$ cat config.mk
export PLATFORM = sky130hd
export DESIGN_NAME = reg_bank_ctr
export DESIGN_NICKNAME = d
export VERILOG_FILES = /design/src/rtl/bc_pkg.sv /design/src/rtl/ctr_reg_cell.sv /design/src/rtl/reg_bank_ctr.sv
export SDC_FILE = /design/constraint.sdc
export NUM_CORES = 1
export LEC_CHECK = 0
export CAP_MARGIN = 20
export CORE_UTILIZATION = 45
export DETAILED_ROUTE_END_ITERATION = 6
export GPL_TIMING_DRIVEN = 0
export PLACE_DENSITY_LB_ADDON = 0.05
export SETUP_SLACK_MARGIN = 0.05
export SKIP_LAST_GASP = 1
export SYNTH_ARGS = -nofsm -noshare
export SYNTH_HDL_FRONTEND = slang
export SYNTH_HIERARCHICAL = 1
export SYNTH_SLANG_ARGS = --single-unit
$ cat constraint.sdc
create_clock -name CLK -period 6.55 [get_ports CLK]
set_input_delay 0.9825 -clock CLK [delete_from_list [all_inputs] [get_ports CLK]]
set_output_delay 0.9825 -clock CLK [all_outputs]
set_load 0.05 [all_outputs]
$ cat src/rtl/bc_pkg.sv
// Shared defaults and helpers for the counter register bank.
package bc_pkg;

   localparam int unsigned DEF_WIDTH    = 16;
   localparam int unsigned DEF_NUM_REGS = 4;

   // Select width for an n-entry bank; never narrower than one bit.
   function automatic int unsigned sel_width(input int unsigned n);
      return (n <= 1) ? 1 : $clog2(n);
   endfunction

endpackage

$ cat src/rtl/ctr_reg_cell.sv
// One WIDTH-bit counter register with clear/load/increment/decrement,
// exposing the next-state carry and zero flags for the bank to register.
module ctr_reg_cell
   import bc_pkg::*;
#(
   parameter int unsigned WIDTH    = DEF_WIDTH,
   parameter int unsigned SATURATE = 0
) (
   input  logic             CLK,
   input  logic             RST,
   input  logic             clr,
   input  logic             ld,
   input  logic             inr,
   input  logic             dec,
   input  logic [WIDTH-1:0] din,
   output logic [WIDTH-1:0] q,
   output logic             carry,
   output logic             zero_nxt
);

   localparam logic [WIDTH-1:0] Ones = {WIDTH{1'b1}};

   logic [WIDTH-1:0] nxt;

   always_comb begin
      nxt   = q;
      carry = 1'b0;
      if (clr) begin
         nxt = '0;
      end else if (ld) begin
         nxt = din;
      end else if (inr) begin
         if (q == Ones) begin
            carry = 1'b1;
            nxt   = (SATURATE != 0) ? q : '0;
         end else begin
            nxt = q + WIDTH'(1);
         end
      end else if (dec) begin
         if (q == '0) begin
            carry = 1'b1;
            nxt   = (SATURATE != 0) ? q : Ones;
         end else begin
            nxt = q - WIDTH'(1);
         end
      end
      // Saturating inr never produces 0, so one zero rule covers every mode.
      zero_nxt = (nxt == '0);
   end

   always_ff @(posedge CLK or posedge RST) begin
      if (RST) begin
         q <= '0;
      end else if (clr || ld || inr || dec) begin
         q <= nxt;
      end
   end

endmodule

$ cat src/rtl/reg_bank_ctr.sv
// Bank of NUM_REGS counter registers with a combinational read mux and
// registered carry/zero/op_done flags for the last accepted operation.
module reg_bank_ctr
   import bc_pkg::*;
#(
   parameter  int unsigned WIDTH    = DEF_WIDTH,
   parameter  int unsigned NUM_REGS = DEF_NUM_REGS,
   parameter  int unsigned SATURATE = 0,
   localparam int unsigned AW       = sel_width(NUM_REGS)
) (
   input  logic             CLK,
   input  logic             RST,
   input  logic             clr_all,
   input  logic             clr,
   input  logic             ld,
   input  logic             inr,
   input  logic             dec,
   input  logic [AW-1:0]    wr_sel,
   input  logic [WIDTH-1:0] din,
   input  logic [AW-1:0]    rd_sel,
   output logic [WIDTH-1:0] dout,
   output logic             cout,
   output logic             zero,
   output logic             op_done
);

   logic [WIDTH-1:0]    q_arr [NUM_REGS];
   logic [NUM_REGS-1:0] sel_vec;
   logic [NUM_REGS-1:0] carry_vec;
   logic [NUM_REGS-1:0] zero_vec;
   logic                any_req;
   logic                accept;
   logic                sel_carry;
   logic                sel_zero;

   assign any_req = clr | ld | inr | dec;

   for (genvar i = 0; i < NUM_REGS; i++) begin : g_cell
      assign sel_vec[i] = (wr_sel == AW'(i));

      ctr_reg_cell #(
         .WIDTH    (WIDTH),
         .SATURATE (SATURATE)
      ) u_cell (
         .CLK      (CLK),
         .RST      (RST),
         .clr      (clr_all | (sel_vec[i] & clr)),
         .ld       (sel_vec[i] & ld),
         .inr      (sel_vec[i] & inr),
         .dec      (sel_vec[i] & dec),
         .din      (din),
         .q        (q_arr[i]),
         .carry    (carry_vec[i]),
         .zero_nxt (zero_vec[i])
      );
   end

   // An out-of-range wr_sel matches no cell, so the request is simply ignored.
   assign accept = clr_all | (any_req & (|sel_vec));

   always_comb begin
      sel_carry = 1'b0;
      sel_zero  = 1'b0;
      for (int i = 0; i < NUM_REGS; i++) begin
         if (sel_vec[i]) begin
            sel_carry = carry_vec[i];
            sel_zero  = zero_vec[i];
         end
      end
   end

   always_comb begin
      dout = '0;
      for (int i = 0; i < NUM_REGS; i++) begin
         if (rd_sel == AW'(i)) begin
            dout = q_arr[i];
         end
      end
   end

   always_ff @(posedge CLK or posedge RST) begin
      if (RST) begin
         cout    <= 1'b0;
         zero    <= 1'b0;
         op_done <= 1'b0;
      end else begin
         op_done <= accept;
         if (accept) begin
            cout <= clr_all ? 1'b0 : sel_carry;
            zero <= clr_all ? 1'b1 : sel_zero;
         end
      end
   end

endmodule

---- After elaboration in Yosys (flattened, before gate mapping) ----
Index checks and enable logic that the tools add are counted.
word-level totals
  register bits ........................... 67
  latch bits .............................. 0
  bits in writable memories ............... 0
  bits in read-only memories .............. 0
  bits of input ports ..................... 27
  logic and storage cells ................. 135
  memories ................................ 0
cells by class
  add/sub/neg operators ................... 8
  multiply operators ...................... 0
  div/mod/pow operators ................... 0
  order comparisons ....................... 0
  equality and inequality tests ........... 10
  shift operators ......................... 0
  multiplexer cells ....................... 62
  bitwise gates (word level) .............. 25
  reduce and logical (&&, ||, !) cells .... 23
operators by type and width
  cell                     number
  $mux W16                 28
  $logic_not A16 Y1        8
  $add A16 B1 Y16 const B  4
  $eq A16 B16 Y1 const B   4
  $sub A16 B1 Y16 const B  4
  $mux W1                  34
  $and A1 B1 Y1            17
  $logic_or A1 B1 Y1       12
  $eq A2 B2 Y1 const B     4
  $or A1 B1 Y1             8
  $eq A2 B1 Y1 const B     2
  $logic_not A2 Y1         2
  $reduce_or A4 Y1         1

---- Logic depth before layout (Yosys ltp) ----
  depth in word-level cells ............... 12
  depth in mapped cells ................... 15

---- Modules after synthesis ----
The synthesis kept the hierarchy.
modules (own cells, without submodules)
  module                                times used  cells each  area an instance (µm²)  sequential area each (µm²)
  ctr_reg_cell at g_cell[0].u_cell ...  2           199         1599.0                  400.4
  ctr_reg_cell at g_cell[3].u_cell      1           209         1707.9                  400.4
  ctr_reg_cell at g_cell[2].u_cell      1           220         1690.4                  400.4
  reg_bank_ctr                          1           54          694.4                   75.1

---- Worst setup path after synthesis ----
No wires, ideal clock.
  path kind ............................... input port to flip-flop
  start point ............................. in wr_sel[1]
  end point ............................... reg zero
  setup time .............................. 0.066 ns
  arrival time ............................ 4.497 ns
  required time ........................... 6.484 ns
  path slack .............................. 1.987 ns
  cell stages on the path ................. 14
  buffers on the path ..................... 2
  cells stage by stage .................... clkbuf_1 nor2b_1 and2_1 or4b_1 clkbuf_1 nor4b_1 xnor2_1 a221oi_1 or4_1 or4b_1 nor4b_2 mux4_2 a211o_1 o21a_1
RTL lines
  item                     line                RTL
  from (decl)              reg_bank_ctr.sv:18  input logic [AW-1:0] wr_sel,
  $eq A2 B1 Y1 *           reg_bank_ctr.sv:39  assign sel_vec[i] = (wr_sel == AW'(i));
  $and A1 B1 Y1            reg_bank_ctr.sv:50  .dec (sel_vec[i] & dec),
  $mux W16                 ctr_reg_cell.sv:39  end else if (dec) begin
  $mux W16                 ctr_reg_cell.sv:32  end else if (inr) begin
  $mux W16                 ctr_reg_cell.sv:30  end else if (ld) begin
  $mux W16 *               ctr_reg_cell.sv:28  if (clr) begin
  $logic_not A16 Y1 *      ctr_reg_cell.sv:48  zero_nxt = (nxt == '0);
  named net zero_vec[1]    reg_bank_ctr.sv:30  logic [NUM_REGS-1:0] zero_vec;
  $mux W1 * (3 in series)  reg_bank_ctr.sv:65  if (sel_vec[i]) begin
  $mux W1 *                reg_bank_ctr.sv:90  zero <= clr_all ? 1'b1 : sel_zero;
  to (signal assigned)     reg_bank_ctr.sv:90
  to (decl)                reg_bank_ctr.sv:23  output logic zero,
The timed path passes the listed nets; every way through them passes the cells marked *.
A chain may end at the register's enable or synchronous reset.

---- Final worst setup path ----
  start point ............................. in dec
  end point ............................... reg zero
RTL lines
  item                   line                RTL
  from (decl)            reg_bank_ctr.sv:17  input logic dec,
  $and A1 B1 Y1          reg_bank_ctr.sv:50
  $mux W16               ctr_reg_cell.sv:39
  $mux W16               ctr_reg_cell.sv:32
  $mux W16               ctr_reg_cell.sv:30
  $mux W16               ctr_reg_cell.sv:28
  $logic_not A16 Y1      ctr_reg_cell.sv:48
  named net zero_vec[1]  reg_bank_ctr.sv:30
  $mux W1 (3 in series)  reg_bank_ctr.sv:65
  $mux W1                reg_bank_ctr.sv:90
The timed path passes the listed nets, and every way through them passes these cells.

==> impl_metrics.ini <==
[synth]
synth_edf_count = 0
synth_fa_ha_area_frac = 0.0206
synthSimpleGateAreaFrac = 0.308
syn_inst = 881
synth_nets = 920
synth_top_family_by_area = simple AND/OR/NAND/NOR gates
synth_mux_area_frac = 0.0616
async_flop_share = 1.00
syn_area_um2 = 7290
synth-compound-area-share = 0.264
ys_warn_count = 6
seq_area_frac_synth = 0.230
netlist.area_leader.share = 0.230
synth_top_area_cell = dfrtp_1
ys_ff_latch = 67
synth_area_leaders = dfrtp_1 (23%), mux4_2 (5.3%), nand2_1 (3.9%)
synth_top_flop_cell = dfrtp_1
avgSynthCellArea_um2 = 8.28
synth.distinct_cells = 97
synth_xor_area_frac = 0.0456

[worst_setup_path]
cp_slowest_stage_delay_ns = 0.70
worst-path-max-fanout = 9
cp_data_arrival_time_ns = 5.60
reg2reg_slack_ns = 1.87
cp_data_required_time_ns = 6.82
cp-start-kind = input pin
crit_chain = clkdlybuf4s50_1 -> and2_1 -> or4b_1 -> clkbuf_1 -> o31a_1 -> a2111oi_2 -> o31ai_1 -> a2111oi_0 -> or4b_1 -> nor4b_2 -> mux4_2 -> a211o_1 -> o21a_1
crit_buf_inv = 2
crit_top_cell = or4b_1
slowest_stage = a2111oi_0
cp-end-kind = register
path_class = input pin to register
crit_family = compound AO/OA/AOI/OAI gates

[die]
dieArea_um2 = 16700
initial_core_util = 0.461
rows = 46
die_y_um = 129
ios = 46
die_w_um = 129
core_area_um2 = 15800

[power_and_ir_drop]
total_power_w = 0.00172
p_leak_nw = 3.12
powerDensity_nw_per_um2 = 207
ir_drop_mv = 0.133

[sta]
setup-violations-final = 0
fmax_mhz = 188
worst_slack_ns = 1.22
skew_ns = 0.00434
hold_violations = 0
period_share = 0.814
grt_setup_unrepaired = no
fin_crit_ns = 5.33
drv_slew = 0
worstMarginPinSlew_ns = 0.784
fin_setup_tns_ns = 0
fin_hold_ws_ns = 0.561
maxSlewHeadroom = 0.464

[global_route]
grt_pass1_vias = 7406
overflow = 0
grt_max_degree = 17
grt_pass1_wl_mm = 43.4
antenna_found_initial = 0
grt.total_usage = 0.350

[clocking]
clk_pin_slew_ns = 0.06
clk_path_buf_depth = 2
insertion_delay_ns = 0.33
hold_buffers = 0
post_cts_buffers = 0
htreeDepth = 3
cts_tree = yes
cts_root_buf = clkbuf_16
numCtsBuffers = 9
cts_sinks = 67
ctsResizeCount = 0

[placement]
dp_slack_ns = 1.08
gp_congestion = 1.00
port_buffers = 41
hpwl_mm = 22.3
place_area_um2 = 7970

[routing]
num_vias = 8066
wl_mm = 29.0
dr.first_iter.drc_count = 970
detail_route.wl_per_cell_um = 25.1
drcViolationCount = 0
vias_per_cell = 6.99
firstDrtPassIters = 7
ant_nets = 0

[finish]
area_growth_pct = 14.0
n_antenna_cell = 0
drive_above_1_share = 0.132
final_area_um2 = 8310
final_cell_mix = nand2_1 (76), dfrtp_1 (67), nor2_1 (46), nor4_1 (42)
layout.nets = 972
final_common_cell = nand2_1

[status]
status = finished, final reports clean

[hold_path]
hold_class = register to register

[job]
drv_cap = 0
==> power by group <==
part | total (W) | internal (W) | switching (W) | leakage, nW
Clock | 0.000561 | 0.000373 | 0.000188 | 0.159
Combinational | 0.000633 | 0.000246 | 0.000387 | 2.07
Sequential | 0.000526 | 0.000450 | 0.0000758 | 0.897
==> Yosys cell counts (7+ instances only) <==
cell	n
o21ai_0	38
nand3_2	7
or4_1	16
nand3_1	18
mux4_2	17
xnor2_1	31
nor4_1	42
dfrtp_1	67
nor3_1	33
a21oi_1	32
a221oi_1	20
o31a_1	11
a31oi_1	12
clkbuf_1	40
xor2_1	7
a32o_1	7
a211oi_1	11
a21o_1	23
nand2_1	76
buf_2	17
nand4_1	17
a31o_2	9
and2_1	12
inv_1	37
or3_1	18
buf_4	7
and3_1	11
o31ai_1	16
nor2_1	46
ha_1	12
==> worst register-to-register path, delay by kind of cell, from the launching register on <==
kind	cells	cell delay, ns
mux	1	0.30
fa+ha+maj	1	0.31
simple gates	4	1.67
compound gates	5	1.83
flops	1	0.52
==> path summary, 6_finish.rpt <==
check / start / depth (start not counted) / endpoint
setup reg to reg: g_cell[1].u_cell/q[0]$_DFFE_PP0P_ / 11 / zero$_DFFE_PP0P_
hold / removal: zero$_DFFE_PP0P_ / 1 / zero$_DFFE_PP0P_
max in group asynchronous: RST / 2 / g_cell[1].u_cell/q[9]$_DFFE_PP0P_
min in group asynchronous: RST / 2 / cout$_DFFE_PP0P_
setup / recovery: dec / 13 / zero$_DFFE_PP0P_
hold reg to reg: zero$_DFFE_PP0P_ / 1 / zero$_DFFE_PP0P_
==> metal layers <==
metal | global-route usage | routed length [µm] | vias to the layer above
met4 | 0.116 | 974 | 0
met5 | 0 | 0 | -
met3 | 0.0822 | 2980 | 74
li1 | - | - | 3551
met1 | 0.473 | 12000 | 3925
met2 | 0.551 | 13100 | 516
==> cell families after synthesis <==
family	Yosys count
simple gates	372
flops	67
mux	22
fa+ha+maj	12
compound gates	255
buf+inv	115
xor+xnor	38
==> flip-flops by register name, indices dropped and copies added, names as in the netlist <==
signal / flops
g_cell.u_cell/q: 64
op_done: 1
zero: 1
cout: 1
==> final cells by class <==
cell class | count | area, µm²
multi-input combinational | 699 | 5110
sequential | 67 | 1680
timing repair buffer | 41 | 410
fill | 1518 | 7510
clock buffer | 10 | 229
buffer | 75 | 358
inverter | 40 | 150
tap | 216 | 270
clock inverter | 6 | 114
==> per-stage QoR <==
| stage | cells | util |
|---|---|---|
| 2_1_floorplan | 881 | - |
| 3_3_place_gp | 1138 | 0.504 |
| 3_5_place_dp | 1138 | 0.504 |
| 4_1_cts | 1154 | 0.525 |
| 5_1_grt | 1154 | 0.525 |
| 6_report | 1154 | 0.525 |
No activity file was read; power rests on OpenSTA's default activity.
